--- config.mk ---
export PLATFORM = sky130hd
export DESIGN_NAME = vga_pattern_gen
export DESIGN_NICKNAME = d
export VERILOG_FILES = /design/src/rtl/vga_pattern_gen.sv
export SDC_FILE = /design/constraint.sdc
export NUM_CORES = 1
export LEC_CHECK = 0
export ABC_AREA = 0
export CORE_ASPECT_RATIO = 0.8
export CORE_MARGIN = 10
export CORE_UTILIZATION = 42
export CTS_CLUSTER_SIZE = 30
export DETAILED_ROUTE_END_ITERATION = 10
export PLACE_DENSITY = 0.77
export REMOVE_ABC_BUFFERS = 1
export SYNTH_ARGS = -nofsm -noshare
export SYNTH_HDL_FRONTEND = slang
export SYNTH_SLANG_ARGS = --single-unit
--- constraint.sdc ---
create_clock -name clk -period 1.8 [get_ports clk]
set_input_delay 0.36 -clock clk [delete_from_list [all_inputs] [get_ports clk]]
set_output_delay 0.36 -clock clk [all_outputs]
set_load 0.05 [all_outputs]
--- src/rtl/vga_pattern_gen.sv ---
// vga_pattern_gen: test-pattern source for a VGA painter.
// Takes the pixel/line counters from the sync controller and produces a
// registered 24-bit color for one of four patterns (bars, checker, gradient,
// solid). A raw active-low pushbutton on 'swap' cycles the pattern. A press
// is queued and only takes effect at the frame boundary, so a frame is never
// torn between two patterns.
//
// Build option: define VGA_SWAP_DEBOUNCE_EN to include the debounce counter
// on the synchronized button level. When it is left undefined, the
// synchronized level is used directly and DEBOUNCE_CYCLES is ignored.

module vga_pattern_gen #(
  parameter int H_ACTIVE        = 640,
  parameter int V_ACTIVE        = 480,
  parameter int DEBOUNCE_CYCLES = 250000
) (
  input  logic        clk,
  input  logic        reset,     // asynchronous, active-low
  input  logic        swap,      // raw pushbutton, active-low, asynchronous
  input  logic [9:0]  h_count,
  input  logic [9:0]  v_count,
  input  logic        vid_on,
  output logic [23:0] color,
  output logic [1:0]  pattern
);

  typedef enum logic [1:0] {
    PAT_BARS     = 2'd0,
    PAT_CHECKER  = 2'd1,
    PAT_GRADIENT = 2'd2,
    PAT_SOLID    = 2'd3
  } pattern_e;

  // Active-area limits widened by one bit, so a limit of 1024 still compares
  // correctly against the 10-bit counters.
  localparam logic [10:0] H_LIM = 11'(H_ACTIVE);
  localparam logic [10:0] V_LIM = 11'(V_ACTIVE);
  // Bar edges are elaboration-time constants; the datapath only compares.
  localparam int          BAR_W = H_ACTIVE / 8;

  // ---------------------------------------------------------------------
  // Button synchronizer
  // ---------------------------------------------------------------------
  logic sync1_q, sync1_d;
  logic sync2_q, sync2_d;

  // Two-flop synchronizer chain for the asynchronous button.
  always_comb begin
    sync1_d = swap;
    sync2_d = sync1_q;
  end

  // Synchronizer flops reset to the released (high) level.
  // NOTE: sequential state uses non-blocking (<=) so every flop samples the
  // values from before the edge. Blocking (=) here would let one flop see
  // another's new value in the same edge and collapse the chain.
  always_ff @(posedge clk or negedge reset) begin
    if (!reset) begin
      sync1_q <= 1'b1;
      sync2_q <= 1'b1;
    end else begin
      sync1_q <= sync1_d;
      sync2_q <= sync2_d;
    end
  end

  // ---------------------------------------------------------------------
  // Debounced level
  // ---------------------------------------------------------------------
  logic db_lvl_q, db_lvl_d;

`ifdef VGA_SWAP_DEBOUNCE_EN
  localparam int              CNT_W    = $clog2(DEBOUNCE_CYCLES + 1);
  localparam logic [CNT_W-1:0] CNT_LAST = CNT_W'(DEBOUNCE_CYCLES - 1);

  logic [CNT_W-1:0] db_cnt_q, db_cnt_d;

  // Accept a new level only after it has differed from the current debounced
  // level for DEBOUNCE_CYCLES straight cycles; any bounce back restarts at 0.
  // NOTE: every signal gets a default before the if/case below. Without that,
  // a path that skips the assignment makes the signal hold its value, and
  // synthesis infers a latch.
  always_comb begin
    db_cnt_d = '0;
    db_lvl_d = db_lvl_q;
    if (sync2_q != db_lvl_q) begin
      if (db_cnt_q == CNT_LAST) begin
        db_lvl_d = sync2_q;
      end else begin
        db_cnt_d = db_cnt_q + 1'b1;
      end
    end
  end

  // Debounce counter register.
  always_ff @(posedge clk or negedge reset) begin
    if (!reset) begin
      db_cnt_q <= '0;
    end else begin
      db_cnt_q <= db_cnt_d;
    end
  end
`else
  // Without the debounce option, the synchronized level is the debounced level.
  always_comb begin
    db_lvl_d = sync2_q;
  end
`endif

  // Debounced level register; it also serves as the "previous level" that
  // the falling-edge press detector compares against.
  always_ff @(posedge clk or negedge reset) begin
    if (!reset) begin
      db_lvl_q <= 1'b1;
    end else begin
      db_lvl_q <= db_lvl_d;
    end
  end

  // ---------------------------------------------------------------------
  // Press queueing and pattern selection
  // ---------------------------------------------------------------------
  logic     press;
  logic     frame_edge;
  logic     pending_q, pending_d;
  pattern_e pattern_q, pattern_d;

  function automatic pattern_e next_pattern(input pattern_e cur);
    case (cur)
      PAT_BARS:     return PAT_CHECKER;
      PAT_CHECKER:  return PAT_GRADIENT;
      PAT_GRADIENT: return PAT_SOLID;
      default:      return PAT_BARS;
    endcase
  endfunction

  // A press is the cycle whose debounced level is about to fall, so a press
  // found in the boundary cycle itself can still be applied at that boundary.
  // Patterns change only in the single boundary cycle at the start of
  // vertical blanking. Any extra presses while one is queued are absorbed.
  always_comb begin
    press      = db_lvl_q & ~db_lvl_d;
    frame_edge = ({1'b0, v_count} == V_LIM) && (h_count == 10'd0);
    pattern_d  = pattern_q;
    pending_d  = pending_q | press;
    if (frame_edge && (pending_q || press)) begin
      pattern_d = next_pattern(pattern_q);
      pending_d = 1'b0;
    end
  end

  // Pattern index and pending-press flag.
  always_ff @(posedge clk or negedge reset) begin
    if (!reset) begin
      pattern_q <= PAT_BARS;
      pending_q <= 1'b0;
    end else begin
      pattern_q <= pattern_d;
      pending_q <= pending_d;
    end
  end

  // ---------------------------------------------------------------------
  // Pixel color
  // ---------------------------------------------------------------------
  function automatic logic [23:0] bar_color(input logic [9:0] h);
    logic [10:0] hx;
    hx = {1'b0, h};
    if      (hx < 11'(1 * BAR_W)) return 24'hFFFFFF;
    else if (hx < 11'(2 * BAR_W)) return 24'hFFFF00;
    else if (hx < 11'(3 * BAR_W)) return 24'h00FFFF;
    else if (hx < 11'(4 * BAR_W)) return 24'h00FF00;
    else if (hx < 11'(5 * BAR_W)) return 24'hFF00FF;
    else if (hx < 11'(6 * BAR_W)) return 24'hFF0000;
    else if (hx < 11'(7 * BAR_W)) return 24'h0000FF;
    else                          return 24'h000000;
  endfunction

  logic        in_active;
  logic [23:0] color_q, color_d;

  // Next-pixel color from the current counters and pattern. Outside the
  // active area the output is black.
  always_comb begin
    in_active = vid_on && ({1'b0, h_count} < H_LIM) && ({1'b0, v_count} < V_LIM);
    color_d   = 24'h000000;
    if (in_active) begin
      case (pattern_q)
        PAT_BARS:     color_d = bar_color(h_count);
        PAT_CHECKER:  color_d = (h_count[5] ^ v_count[5]) ? 24'hFFFFFF : 24'h000000;
        PAT_GRADIENT: color_d = {h_count[9:2], v_count[8:1], 8'h80};
        default:      color_d = 24'h2040C0;
      endcase
    end
  end

  // One-cycle registered color output.
  always_ff @(posedge clk or negedge reset) begin
    if (!reset) begin
      color_q <= 24'h000000;
    end else begin
      color_q <= color_d;
    end
  end

  assign color   = color_q;
  assign pattern = pattern_q;

endmodule

## Yosys cells after proc, flatten, opt, wreduce, memory -nomap -nowiden

Cells that the tools add are included.

| storage, ports and cells | value |
|---|---|
| bits in registers | 30 |
| bits in latches | 0 |
| RAM bits | 0 |
| memory bits (read-only) | 0 |
| word-level logic and storage cells | 41 |
| memories kept | 0 |

| cells by class | value |
|---|---|
| add/sub/neg operators | 0 |
| $mul | 0 |
| divide/modulo/power cells | 0 |
| order comparisons | 9 |
| equal/unequal tests | 3 |
| shift operators | 0 |
| multiplexer cells | 12 |
| bitwise operators | 4 |
| reduce and logical (&&, ||, !) cells | 7 |

Operators by type and width:

| kind | number |
|---|---|
| $mux W24 | 8 |
| $pmux W24 S3 | 1 |
| $lt A10 B9 Y1 const B | 4 |
| $lt A10 B10 Y1 const B | 2 |
| $lt A10 B8 Y1 const B | 2 |
| $eq A10 B9 Y1 const B | 1 |
| $logic_not A10 Y1 | 1 |
| $lt A10 B7 Y1 const B | 1 |
| $mux W8 | 1 |
| $pmux W2 S3 | 1 |
| $logic_and A1 B1 Y1 | 4 |
| $eq A2 B1 Y1 const B | 1 |
| $eq A2 B2 Y1 const B | 1 |
| $logic_not A2 Y1 | 1 |
| $and A1 B1 Y1 | 1 |
| $logic_or A1 B1 Y1 | 1 |
| $mux W1 | 1 |
| $not A1 Y1 | 1 |
| $or A1 B1 Y1 | 1 |
| $xor A1 B1 Y1 | 1 |

## Depth between registers and ports, before layout

Gate-level depths: netlist of run 1.

| logic depth | value |
|---|---|
| depth in word-level cells | 10 |
| mapped depth | 6 |
| mapped depth without buffers | 5 |

## Least setup slack after synthesis of run 1

Ideal clock, no wire load.

| timing path | value |
|---|---|
| path kind | register to register |
| from | register pattern_q[0], in the netlist pattern[0] |
| to | register color_q[10], in the netlist color[10] |
| setup time | 0.147 ns |
| arrival time | 1.585 ns |
| setup slack | 0.068 ns |
| stages on the path, launching flop included | 5 |
| path through | dfrtp_1 > inv_1 > ha_1 > a32oi_1 > a21oi_1 |

| between the ends | value |
|---|---|
| word-level cells in the longest chain between the ends | 3 |
| elaborated cells on any way between the ends | 5 |
| those cells by class | eq/ne: 2; mux: 2; reduce/logical: 1 |

RTL lines:

| element | RTL line | RTL |
|---|---|---|
| start, declared | 126 | `pattern_e pattern_q, pattern_d;` |
| start signal, assigned | 158 | `pattern_q <= pattern_d;` |
| $eq A2 B2 Y1 (tied with other cells) | 188 | `case (pattern_q)` |
| $pmux W24 S3 (*) | 188 |  |
| $mux W24 (*) | 187 | `if (in_active) begin` |
| net color_d[10] | 180 | `logic [23:0] color_q, color_d;` |
| end signal, assigned | 202 | `color_q <= color_d;` |
| end, declared | 180 |  |

The timed path passes the listed nets; every way through them passes the cells marked *.
A chain may end at the register's enable or synchronous reset.

## Worst setup path in the final report of run 1

| timing path | value |
|---|---|
| from | input port v_count[2] |
| to | register pattern_q[1], in the netlist pattern[1] |

| between the ends | value |
|---|---|
| word-level cells in the longest chain between the ends | 3 |

RTL lines:

| element | RTL line | RTL |
|---|---|---|
| start, declared | 21 | `input logic [9:0] v_count,` |
| $eq A10 B9 Y1 | 143 | `frame_edge = ({1'b0, v_count} == V_LIM) && (h_count == 10'd0);` |
| $logic_and A1 B1 Y1 | 143 |  |
| $logic_and A1 B1 Y1 | 146 | `if (frame_edge && (pending_q \|\| press)) begin` |

Every way passes these cells.

==> tab_implementation.tex, run 1 <==
\begin{tabular}{lr}
\hline
Metric & Value \\
\hline
\multicolumn{2}{l}{\textbf{Clock tree}} \\
\quad CTS Buf Count & 3 \\
\quad Worst-skew pair later-pin latency & 0.31 ns \\
\quad Buffers inserted by post-CTS timing repair & 0 \\
\quad Number of clock sinks seen by CTS & 25 \\
\quad Buffer depth of the longest clock path & 2 \\
\quad Hold bufs inserted after CTS & 0 \\
\quad Clock-pin transition on the worst setup and hold timing paths & 0.13 ns \\
\quad Number of cells upsized or downsized after cts & 0 \\
\quad Cell chosen for the clock root & sky130\_fd\_sc\_hd\_\_clkbuf\_4 \\
\quad Number of H-tree branching levels & 1 \\
\quad Clock tree from TritonCTS & done \\
\multicolumn{2}{l}{\textbf{STA}} \\
\quad Final worst path period share & 0.991 \\
\quad Setup clock skew after layout & 0.00624 ns \\
\quad Post-route minimum period & 1.78 ns \\
\quad Worst Tran Pin Value & 0.346 ns \\
\quad Setup repair after global routing missed its margin & true \\
\quad Number of failing setup endpoints in the final timing report & 0 \\
\quad Max Transition Viols Final & 0 \\
\quad Smallest setup slack after layout & 0.0154 ns \\
\quad Final number of hold-violating endpoints & 0 \\
\quad Relative max-transition margin & 0.769 \\
\quad FMAX & 560 MHz \\
\quad Accumulated negative setup slack & 0 ns \\
\multicolumn{2}{l}{\textbf{Yosys}} \\
\quad Yosys reg bits & 25 \\
\quad Area of the mapped netlist & 1210 µm² \\
\quad Mean instance size in the synthesized netlist & 9.82 µm² \\
\quad Synth Warn \# & 0 \\
\quad Top-count cell post-synth & sky130\_fd\_sc\_hd\_\_dfrtp\_1 \\
\quad Library cell with the largest summed area after synthesis & sky130\_fd\_sc\_hd\_\_dfrtp\_1 \\
\quad Ranking of synthesized cells by instance count & 22 x sky130\_fd\_sc\_hd\_\_dfrtp\_1, 17 x sky130\_fd\_sc\_hd\_\_nand2\_1, 12 x sky130\_fd\_sc\_hd\_\_a21oi\_1 \\
\quad Main flop type after synthesis & sky130\_fd\_sc\_hd\_\_dfrtp\_1 \\
\quad Gate Count Post-Synth & 123 \\
\quad Register area share after synthesis & 0.521 \\
\quad Cells taking the most area after synthesis & sky130\_fd\_sc\_hd\_\_dfrtp\_1 46\%, sky130\_fd\_sc\_hd\_\_dfstp\_2 6.5\%, sky130\_fd\_sc\_hd\_\_a31oi\_1 5.7\%, sky130\_fd\_sc\_hd\_\_nand2\_1 5.3\%, sky130\_fd\_sc\_hd\_\_a21oi\_1 5.0\% \\
\quad Proportion of netlist area held by the largest area contributor & 0.456 \\
\quad Count of flip-flops with a built-in enable after synthesis & 0 \\
\quad Share of synthesized registers carrying an async set or reset & 1.00 \\
\quad Number of distinct library cells after synthesis & 33 \\
\multicolumn{2}{l}{\textbf{Final layout}} \\
\quad Post-route standard cell area excluding fillers & 1810 µm² \\
\quad Layout area overhead & 49.7\% \\
\quad Ant. Diodes & 0 \\
\quad Total number of nets in the final design & 215 \\
\quad Share of final-layout standard cells stronger than drive strength 1 & 0.317 \\
\quad Final std cells w/o fill & 224 \\
\multicolumn{2}{l}{\textbf{Placed design}} \\
\quad Post-placement cell area & 1780 µm² \\
\quad Detailed Place HPWL & 2.74 mm \\
\quad Placer Congestion & 0.931 \\
\quad Port Buffer Count & 49 \\
\quad Placed cell count & 220 \\
\quad Post-place setup slack & -0.307 ns \\
\multicolumn{2}{l}{\textbf{Floorplanning}} \\
\quad Horizontal die dimension & 79.9 µm \\
\quad Chip Height & 68.0 µm \\
\quad I/O pin count & 50 \\
\quad Starting density of the core & 0.437 \\
\quad Placeable core region & 2770 µm² \\
\quad Area of the die & 5430 µm² \\
\quad Std cell rows & 17 \\
\multicolumn{2}{l}{\textbf{Critical path}} \\
\quad Critical path start-end classification & in2reg \\
\quad Required time worst endpoint & 2.01 ns \\
\quad Bufs and invs on worst path & 1 \\
\quad Dominant delay contributor by cell family on the critical path & simple AND/OR/NAND/NOR gates \\
\quad Arrival time of the worst setup path & 2.00 ns \\
\quad Slowest cell delay on critical path & 0.45 ns \\
\quad List of cells traversed by the critical path & clkdlybuf4s50\_1, nor4\_1, nand2\_1, nor4\_2, mux2\_1 \\
\quad Max FO, Critical Path & 2 \\
\quad Cell with the biggest individual delay on the critical path & sky130\_fd\_sc\_hd\_\_clkdlybuf4s50\_1 \\
\quad Critical Path Sink Type & flip-flop \\
\quad Element type at the critical path start & primary input \\
\multicolumn{2}{l}{\textbf{Route}} \\
\quad Number of search-and-repair iterations in the first detailed-routing pass & 4 \\
\quad 1st-iter DRT viols & 83 \\
\quad Overall via count from detail\_route & 1,113 \\
\quad Residual DRC & 0 \\
\quad Post-DR vias/cell & 4.97 \\
\quad Number of nets with antenna violations after routing & 0 \\
\quad Wire length per cell after detailed routing & 15.3 µm \\
\quad WL final & 3.42 mm \\
\multicolumn{2}{l}{\textbf{Min path}} \\
\quad Path class of the lowest-slack min-delay path & reg2reg \\
\multicolumn{2}{l}{\textbf{Power}} \\
\quad Peak supply drop & 0.477 mV \\
\quad Pwr per Cell Area & 616 nW/µm² \\
\quad Sum of internal, switching and leakage power & 1.11 mW \\
\quad Static power due to leakage & 0.845 nW \\
\multicolumn{2}{l}{\textbf{Global route}} \\
\quad Overall Global Routing Usage & 0.124 \\
\quad GR Overflow Total & 0 \\
\quad Via count of the first global-routing pass & 1,196 \\
\quad Largest net degree at the start of global routing & 26 \\
\quad Wire length of the first global-routing pass & 5.52 mm \\
\quad Initial antenna violation count & 0 \\
\multicolumn{2}{l}{\textbf{Job}} \\
\quad Total of max-cap violations & 0 \\
\multicolumn{2}{l}{\textbf{Status}} \\
\quad Status & complete, no violations \\
\hline
\end{tabular}
==> cell type report <==
class | count | area [µm²]
flip-flops and latches | 25 | 629
fillers | 237 | 957
inverters | 9 | 33.8
multi-input cells | 77 | 477
repair buffers | 71 | 593
clock inverters | 1 | 5.00
well taps | 38 | 47.5
clock buffers | 3 | 22.5
==> state kept, by name (all words and copies together), names as in the netlist <==
name,count
color,19
pending_q,1
db_lvl_d,1
pattern,2
db_lvl_q,1
sync1_q,1
==> power breakdown <==
| group | internal, mW | leakage [nW] | switching, mW |
|---|---|---|---|
| clock network | 0.0832 | 0.0177 | 0.158 |
| registers | 0.584 | 0.323 | 0.00681 |
| logic | 0.117 | 0.505 | 0.164 |
==> layer usage <==
| metal | track usage | up-vias | share of wire |
|---|---|---|---|
| met5 | 0 | - | 0 |
| met4 | 0.0154 | 0 | 0.0023 |
| met3 | 0.0550 | 2 | 0.094 |
| met2 | 0.230 | 41 | 0.50 |
| met1 | 0.133 | 521 | 0.41 |
| li1 | - | 549 | - |
==> path summary, 6_finish.rpt <==
check                      startpoint          to  slack, ns  cells past startpoint
setup / recovery           v_count[2]  pattern[1]       0.02                      5
hold / removal                sync1_q    db_lvl_d       0.37                      0
setup reg to reg           pattern[0]   color[20]       0.30                      5
hold reg to reg               sync1_q    db_lvl_d       0.37                      0
max in group asynchronous       reset     sync1_q       1.13                      2
min in group asynchronous       reset   color[14]       0.39                      2
==> kinds of logic after synthesis <==
logic type	after synthesis	synth area share
muxes	2	0.0176
DFF	25	0.521
xor gates and xnor gates	1	0.00726
AOI/OAI and AO/OA	34	0.174
and+or+nand+nor	35	0.144
buffers and inverters	21	0.0850
adders and majority gates	5	0.0508
==> cells in the final DEF (no fill, tap or decap) <==
cell | synthesis | layout
sky130_fd_sc_hd__buf_4 | 5 | 48
sky130_fd_sc_hd__dfrtp_1 | 22 | 22
sky130_fd_sc_hd__clkdlybuf4s50_1 | 0 | 22
sky130_fd_sc_hd__nand2_1 | 17 | 17
sky130_fd_sc_hd__a21oi_1 | 12 | 12
sky130_fd_sc_hd__a31oi_1 | 11 | 11
sky130_fd_sc_hd__inv_1 | 7 | 7
sky130_fd_sc_hd__nand2b_1 | 5 | 5
sky130_fd_sc_hd__nor2_1 | 4 | 4
sky130_fd_sc_hd__ha_1 | 4 | 4
sky130_fd_sc_hd__o21ai_0 | 3 | 3
sky130_fd_sc_hd__clkbuf_4 | 0 | 3
sky130_fd_sc_hd__dfstp_2 | 3 | 3
sky130_fd_sc_hd__inv_2 | 2 | 2
sky130_fd_sc_hd__nor4_1 | 2 | 2
sky130_fd_sc_hd__nor3_1 | 2 | 2
sky130_fd_sc_hd__xor2_1 | 1 | 1
sky130_fd_sc_hd__maj3_2 | 1 | 1
sky130_fd_sc_hd__a221o_1 | 1 | 1
sky130_fd_sc_hd__nand4b_1 | 1 | 1
sky130_fd_sc_hd__o21ai_1 | 1 | 1
sky130_fd_sc_hd__o2111ai_1 | 1 | 1
sky130_fd_sc_hd__a32oi_1 | 1 | 1
sky130_fd_sc_hd__a21o_1 | 1 | 1
sky130_fd_sc_hd__a2111oi_1 | 0 | 1
sky130_fd_sc_hd__nor4b_1 | 1 | 1
sky130_fd_sc_hd__a211oi_1 | 1 | 1
sky130_fd_sc_hd__a311o_1 | 1 | 1
sky130_fd_sc_hd__or2_1 | 1 | 1
sky130_fd_sc_hd__nand3_1 | 1 | 1
sky130_fd_sc_hd__nor4_2 | 1 | 1
sky130_fd_sc_hd__mux2_1 | 1 | 1
sky130_fd_sc_hd__mux2i_1 | 1 | 1
sky130_fd_sc_hd__clkinv_2 | 0 | 1
sky130_fd_sc_hd__dlymetal6s2s_1 | 0 | 1
==> per-stage QoR <==
stage          hold WS, ns  utilization
2_1_floorplan       0.0644            -
3_5_place_dp         0.353        0.643
3_3_place_gp         0.347        0.643
5_1_grt              0.378        0.654
4_1_cts              0.372        0.652
6_report             0.372        0.654
(Power assumes the default switching activity.)
==> run 2: changes to the inputs <==
--- a/config.mk
+++ b/config.mk
@@ -6,7 +6,7 @@
 export NUM_CORES = 1
 export LEC_CHECK = 0
 export ABC_AREA = 0
-export CORE_ASPECT_RATIO = 0.8
+export CORE_ASPECT_RATIO = 0.9
 export CORE_MARGIN = 10
 export CORE_UTILIZATION = 42
 export CTS_CLUSTER_SIZE = 30
==> run 2 against run 1 <==
  * Die area shrank 0.19%
  * Hold slack got worse by 0.0032 ns
  * Largest cell class unchanged
  * Largest power group unchanged
  * Total power increased by 1.5%
  * Worst setup slack gained 0.046 ns
  * Clock skew decreased by 0.0040 ns
  * Via count up 4.2%
  * Sequential power about the same
  * Sequential cell count unchanged
==> tab_implementation.tex, run 2 (same netlist as run 1, synthesis figures left out) <==
\begin{tabular}{lr}
\hline
Metric & Value \\
\hline
\multicolumn{2}{l}{\textbf{Final layout}} \\
\quad Area used by sequential logic in the layout & 629 µm² \\
\quad Final std cells w/o fill & 229 \\
\quad Share of final-layout standard cells stronger than drive strength 1 & 0.328 \\
\quad Total number of nets in the final design & 218 \\
\quad Commonest cells after routing, fill and taps aside & 51 x sky130\_fd\_sc\_hd\_\_buf\_4, 22 x sky130\_fd\_sc\_hd\_\_dfrtp\_1, 22 x sky130\_fd\_sc\_hd\_\_clkdlybuf4s50\_1 \\
\quad Ant. Diodes & 0 \\
\quad Post-layout util & 0.670 \\
\quad Layout area overhead & 52.5\% \\
\quad Largest register FFs & 19 \\
\quad Fill count & 229 \\
\quad Multi-input combinational cell area & 485 µm² \\
\quad Most common library cell in the layout ignoring fill and taps & sky130\_fd\_sc\_hd\_\_buf\_4 \\
\multicolumn{2}{l}{\textbf{Route}} \\
\quad Residual DRC & 0 \\
\quad Number of nets with antenna violations after routing & 0 \\
\quad WL final & 3.45 mm \\
\quad Wire length per cell after detailed routing & 15.1 µm \\
\quad 1st-iter DRT viols & 120 \\
\quad Overall via count from detail\_route & 1,160 \\
\quad Post-DR vias/cell & 5.07 \\
\quad Number of search-and-repair iterations in the first detailed-routing pass & 4 \\
\multicolumn{2}{l}{\textbf{Min path}} \\
\quad Worst Hold Depth & 0 \\
\quad Worst min-delay path startpoint & sync1\_q \\
\quad Hold EP & db\_lvl\_d \\
\quad Path class of the lowest-slack min-delay path & reg2reg \\
\multicolumn{2}{l}{\textbf{Critical path}} \\
\quad Max FO, Critical Path & 8 \\
\quad Endpoint of the lowest-slack register-to-register path & color[6] \\
\quad Required time worst endpoint & 2.05 ns \\
\quad Count of cells along the worst register-to-register path & 5 \\
\quad Element type at the critical path start & primary input \\
\quad Arrival time of the worst setup path & 1.99 ns \\
\quad Critical path start-end classification & in2reg \\
\quad R2R Path Start & pattern[0] \\
\quad Flop-to-flop setup slack & 0.28 ns \\
\quad Critical Path Sink Type & flip-flop \\
\multicolumn{2}{l}{\textbf{Clock tree}} \\
\quad Clock tree from TritonCTS & done \\
\quad Worst-skew pair later-pin latency & 0.32 ns \\
\quad Number of clock sinks seen by CTS & 25 \\
\quad Hold bufs inserted after CTS & 0 \\
\quad CTS Buf Count & 3 \\
\quad Clock-pin transition on the worst setup and hold timing paths & 0.13 ns \\
\quad Cell chosen for the clock root & sky130\_fd\_sc\_hd\_\_clkbuf\_4 \\
\quad Buffer depth of the longest clock path & 2 \\
\quad Number of H-tree branching levels & 1 \\
\quad Buffers inserted by post-CTS timing repair & 0 \\
\multicolumn{2}{l}{\textbf{Global route}} \\
\quad Met3 Use GR & 0.0316 \\
\quad Most crowded layer after global routing & met2 \\
\quad Overall Global Routing Usage & 0.125 \\
\quad GR Overflow Total & 0 \\
\quad Largest net degree at the start of global routing & 26 \\
\quad Global-route met1 utilization & 0.158 \\
\quad Wire length of the first global-routing pass & 5.64 mm \\
\quad Met2 GRT Util & 0.197 \\
\quad Via count of the first global-routing pass & 1,166 \\
\quad Initial antenna violation count & 0 \\
\multicolumn{2}{l}{\textbf{STA}} \\
\quad FMAX & 575 MHz \\
\quad Final worst path period share & 0.966 \\
\quad Post-route minimum period & 1.74 ns \\
\quad Worst Tran Pin Value & 0.341 ns \\
\quad Number of failing setup endpoints in the final timing report & 0 \\
\quad Relative max-transition margin & 0.772 \\
\quad Accumulated negative setup slack & 0 ns \\
\quad Final number of hold-violating endpoints & 0 \\
\quad Max Transition Viols Final & 0 \\
\quad Setup clock skew after layout & 0.00229 ns \\
\multicolumn{2}{l}{\textbf{Power}} \\
\quad Pwr per Cell Area & 614 nW/µm² \\
\quad Peak supply drop & 0.414 mV \\
\quad Sum of internal, switching and leakage power & 1.13 mW \\
\quad Static power due to leakage & 0.861 nW \\
\multicolumn{2}{l}{\textbf{Floorplanning}} \\
\quad Placeable core region & 2750 µm² \\
\quad I/O pin count & 50 \\
\quad Area of the die & 5420 µm² \\
\quad Chip Height & 70.9 µm \\
\quad Starting density of the core & 0.439 \\
\quad Horizontal die dimension & 76.5 µm \\
\quad Std cell rows & 18 \\
\multicolumn{2}{l}{\textbf{Placed design}} \\
\quad Placer Congestion & 0.911 \\
\quad Detailed Place HPWL & 2.74 mm \\
\quad Placed cell count & 225 \\
\quad Port Buffer Count & 49 \\
\multicolumn{2}{l}{\textbf{Status}} \\
\quad Status & complete, no violations \\
\multicolumn{2}{l}{\textbf{Job}} \\
\quad Total of max-cap violations & 0 \\
\hline
\end{tabular}
-- run 2: worst max path at each step --
stage                    start         end
global route        v_count[2]  pattern[1]
floorplan             color[5]    color[0]
CTS                 h_count[5]    color[6]
finish              h_count[8]   color[20]
detailed placement  h_count[5]    color[6]
global placement    h_count[9]  pattern[1]
-- run 2: layer usage --
| layer | wire [µm] | up-vias |
|---|---|---|
| met4 | 80 | 0 |
| met3 | 215 | 7 |
| li1 | - | 558 |
| met5 | 0 | - |
| met1 | 1510 | 542 |
| met2 | 1650 | 53 |
-- run 2: critical path, stage by stage --
cell and delay, ns:
sky130_fd_sc_hd__clkdlybuf4s50_1 0.58, sky130_fd_sc_hd__inv_2 0.06, sky130_fd_sc_hd__maj3_2 0.30, sky130_fd_sc_hd__a221o_1 0.46, sky130_fd_sc_hd__a31oi_1 0.22
-- run 2: timing repair --
| action | CTS | global route |
|---|---|---|
| resized for setup | 0 | 3 |
| setup endpoints to repair | 0 | 4 |
| endpoints found under the hold margin | 0 | 0 |
-- run 2: layout make-up --
class | instances | share of cell area
tap | 40 | 0.0272
timing repair buffer | 74 | 0.334
clock inverter | 1 | 0.00272
clock buffer | 3 | 0.0122
inverter | 9 | 0.0183
multi-input combinational | 77 | 0.264
sequential | 25 | 0.342
-- run 2: power breakdown --
group	total (mW)	internal [mW]	switching, mW
Combinational	0.287	0.123	0.165
Clock	0.252	0.0833	0.169
Sequential	0.591	0.584	0.00640
-- run 2: stage by stage --
step | area (µm²) | hold slack (ns) | worst slack (ns)
after global placement | 1800 | 0.348 | -0.228
after detailed placement | 1800 | 0.352 | -0.289
after CTS | 1830 | 0.371 | 0.0495
after floorplan | 1140 | 0.0644 | -0.634
final | 1840 | 0.368 | 0.0619
after global routing | 1840 | 0.375 | -0.000427
==> run 3: changes to the inputs <==
--- a/config.mk
+++ b/config.mk
@@ -8,10 +8,10 @@
 export ABC_AREA = 0
 export CORE_ASPECT_RATIO = 0.9
 export CORE_MARGIN = 10
-export CORE_UTILIZATION = 42
+export CORE_UTILIZATION = 45
 export CTS_CLUSTER_SIZE = 30
 export DETAILED_ROUTE_END_ITERATION = 10
-export PLACE_DENSITY = 0.77
+export PLACE_DENSITY = 0.82
 export REMOVE_ABC_BUFFERS = 1
 export SYNTH_ARGS = -nofsm -noshare
 export SYNTH_HDL_FRONTEND = slang
==> constraint.sdc (replaced) <==
create_clock -name clk -period 2.05 [get_ports clk]
set_input_delay 0.41 -clock clk [delete_from_list [all_inputs] [get_ports clk]]
set_output_delay 0.41 -clock clk [all_outputs]
set_load 0.05 [all_outputs]
==> run 3 against run 2 <==
  * Die area shrank 4.9%
  * Clock power shrank 7.9%
  * Global-route usage grew 1.2 points
  * Final cell count shrank 7.9%
  * Critical endpoint is now color[15]
  * Critical path type is now reg2out
  * Combinational power shrank 12%
  * Non-clock buffer count shrank 6
  * Cell area grew 0.81%
==> tab_implementation.tex, run 3 (same netlist as run 1, synthesis figures left out) <==
\begin{tabular}{lr}
\hline
Metric & Value \\
\hline
\multicolumn{2}{l}{\textbf{Status}} \\
\quad Status & complete, no violations \\
\multicolumn{2}{l}{\textbf{Min path}} \\
\quad Hold EP & db\_lvl\_d \\
\quad Worst Hold Depth & 0 \\
\quad Path class of the lowest-slack min-delay path & reg2reg \\
\quad Worst min-delay path startpoint & sync1\_q \\
\multicolumn{2}{l}{\textbf{STA}} \\
\quad Max Transition Viols Final & 0 \\
\quad FMAX & 518 MHz \\
\quad Setup clock skew after layout & 0.00811 ns \\
\quad Smallest setup slack after layout & 0.118 ns \\
\quad Worst Tran Pin Value & 0.594 ns \\
\quad Accumulated negative setup slack & 0 ns \\
\quad Number of failing setup endpoints in the final timing report & 0 \\
\quad Min Hold Slack & 0.368 ns \\
\quad Final number of hold-violating endpoints & 0 \\
\quad Setup repair after global routing missed its margin & false \\
\quad Post-route minimum period & 1.93 ns \\
\quad Final worst path period share & 0.942 \\
\quad Relative max-transition margin & 0.604 \\
\multicolumn{2}{l}{\textbf{Critical path}} \\
\quad Dominant delay contributor by cell family on the critical path & buffers and inverters \\
\quad Slowest cell delay on critical path & 0.82 ns \\
\quad Critical Path Sink Type & output port \\
\quad Flop-to-flop setup slack & 0.53 ns \\
\quad Count of cells along the worst register-to-register path & 4 \\
\quad Bufs and invs on worst path & 1 \\
\quad List of cells traversed by the critical path & clkdlybuf4s50\_1 \\
\quad Element type at the critical path start & flip-flop \\
\quad Max FO, Critical Path & 1 \\
\quad Required time worst endpoint & 1.64 ns \\
\quad Cell with the biggest individual delay on the critical path & sky130\_fd\_sc\_hd\_\_clkdlybuf4s50\_1 \\
\quad Endpoint of the lowest-slack register-to-register path & color[14] \\
\quad Arrival time of the worst setup path & 1.52 ns \\
\quad Critical path start-end classification & reg2out \\
\quad R2R Path Start & pattern[0] \\
\quad Launch point of the critical path & color[15] \\
\multicolumn{2}{l}{\textbf{Global route}} \\
\quad Via count of the first global-routing pass & 1,188 \\
\quad Overall Global Routing Usage & 0.137 \\
\quad GR Overflow Total & 0 \\
\quad Wire length of the first global-routing pass & 5.80 mm \\
\quad Largest net degree at the start of global routing & 26 \\
\quad Initial antenna violation count & 0 \\
\multicolumn{2}{l}{\textbf{Clock tree}} \\
\quad Buffers inserted by post-CTS timing repair & 0 \\
\quad Clock tree from TritonCTS & done \\
\quad Hold bufs inserted after CTS & 0 \\
\quad Worst-skew pair later-pin latency & 0.33 ns \\
\quad Number of H-tree branching levels & 1 \\
\quad Cell chosen for the clock root & sky130\_fd\_sc\_hd\_\_clkbuf\_4 \\
\quad CTS Buf Count & 3 \\
\quad Buffer depth of the longest clock path & 2 \\
\quad Clock-pin transition on the worst setup and hold timing paths & 0.14 ns \\
\quad Number of clock sinks seen by CTS & 25 \\
\multicolumn{2}{l}{\textbf{Power}} \\
\quad Part of the total power dissipated in sequential elements & 0.517 \\
\quad P\_int & 0.696 mW \\
\quad Combinational share of power & 0.252 \\
\quad Sum of internal, switching and leakage power & 1.00 mW \\
\quad Pwr per Cell Area & 540 nW/µm² \\
\quad Switching share of power & 0.306 \\
\quad P\_sw & 0.307 mW \\
\quad Static power due to leakage & 0.893 nW \\
\quad Portion of total power attributed to the clock network & 0.231 \\
\quad Peak supply drop & 0.299 mV \\
\multicolumn{2}{l}{\textbf{Route}} \\
\quad Overall via count from detail\_route & 1,141 \\
\quad 1st-iter DRT viols & 99 \\
\quad Residual DRC & 0 \\
\quad Wire length per cell after detailed routing & 16.4 µm \\
\quad WL final & 3.47 mm \\
\quad Number of nets with antenna violations after routing & 0 \\
\quad Post-DR vias/cell & 5.41 \\
\quad Number of search-and-repair iterations in the first detailed-routing pass & 4 \\
\multicolumn{2}{l}{\textbf{Final layout}} \\
\quad Ant. Diodes & 0 \\
\quad Largest register FFs & 19 \\
\quad Share of final-layout standard cells stronger than drive strength 1 & 0.164 \\
\quad Area used by sequential logic in the layout & 629 µm² \\
\quad Layout area overhead & 53.8\% \\
\quad Most common library cell in the layout ignoring fill and taps & sky130\_fd\_sc\_hd\_\_clkdlybuf4s50\_1 \\
\quad Commonest cells after routing, fill and taps aside & 41 x sky130\_fd\_sc\_hd\_\_clkdlybuf4s50\_1, 22 x sky130\_fd\_sc\_hd\_\_dfrtp\_1, 19 x sky130\_fd\_sc\_hd\_\_buf\_4 \\
\quad Total number of nets in the final design & 212 \\
\quad Multi-input combinational cell area & 475 µm² \\
\quad Fill count & 194 \\
\quad Final std cells w/o fill & 211 \\
\multicolumn{2}{l}{\textbf{Placed design}} \\
\quad Placed cell count & 207 \\
\quad Port Buffer Count & 49 \\
\quad Detailed Place HPWL & 2.91 mm \\
\quad Post-place setup slack & -0.106 ns \\
\quad Placer Congestion & 0.943 \\
\multicolumn{2}{l}{\textbf{Floorplanning}} \\
\quad Placeable core region & 2510 µm² \\
\quad Chip Height & 69.1 µm \\
\quad Horizontal die dimension & 74.6 µm \\
\quad I/O pin count & 50 \\
\quad Starting density of the core & 0.481 \\
\quad Area of the die & 5160 µm² \\
\quad Std cell rows & 17 \\
\multicolumn{2}{l}{\textbf{Job}} \\
\quad Total of max-cap violations & 0 \\
\hline
\end{tabular}
-- run 3: cell types whose count changed in the layout (fill, tap and decap cells not counted) --
cell	previous run	this run
sky130_fd_sc_hd__buf_4	51	19
sky130_fd_sc_hd__clkdlybuf4s50_1	22	41
sky130_fd_sc_hd__a2111oi_0	0	1
sky130_fd_sc_hd__clkinvlp_4	0	1
sky130_fd_sc_hd__a2111oi_1	1	0
sky130_fd_sc_hd__nor4_2	0	1
sky130_fd_sc_hd__dlymetal6s2s_1	1	8
sky130_fd_sc_hd__clkinv_2	1	0
sky130_fd_sc_hd__nor4_4	1	0
-- run 3: area by class of cell --
| cell class | instances | area share |
|---|---|---|
| timing repair buffer | 68 | 0.352 |
| clock inverter | 1 | 0.00404 |
| multi-input combinational | 77 | 0.256 |
| sequential | 25 | 0.339 |
| inverter | 9 | 0.0182 |
| clock buffer | 3 | 0.0121 |
| tap | 28 | 0.0189 |
-- run 3: repair_timing --
item,4_1_cts,5_1_grt
endpoints found under the setup margin,0,8
gates resized for setup,0,8
endpoints found under the hold margin,0,0
-- run 3: per-stage QoR --
| step | util | instance area [µm²] |
|---|---|---|
| finish | 0.740 | 1860 |
| global route | 0.740 | 1860 |
| CTS | 0.732 | 1840 |
| detailed placement | 0.720 | 1810 |
| global placement | 0.720 | 1810 |
| floorplan | - | 1140 |
-- run 3: worst max-delay path by stage --
stage                           end  slack [ns]  cells after the start
after global placement     color[6]       -0.09                      5
after CTS                  color[1]        0.02                      1
after floorplan            color[0]       -0.43                      0
final                     color[15]        0.12                      1
after global routing      color[10]        0.09                      1
after detailed placement  color[22]       -0.11                      5
-- run 3: metal layers --
layer  global-route usage  share of wire  wire (µm)  up-vias
met5                    0              0          0        -
met4               0.0250          0.011         37        0
met3               0.0556           0.11        365        4
met2                0.236           0.51       1770       50
met1                0.153           0.37       1300      541
li1                     -              -          -      546
-- run 3: power by group through the flow --
stage	Sequential, mW	Clock [mW]	Combinational (mW)
after detailed placement	0.529	0	0.253
after floorplan	0.597	0	0.0388
after CTS	0.519	0.230	0.254
after global routing	0.521	0.259	0.269
final	0.519	0.232	0.253
after global placement	0.527	0	0.247
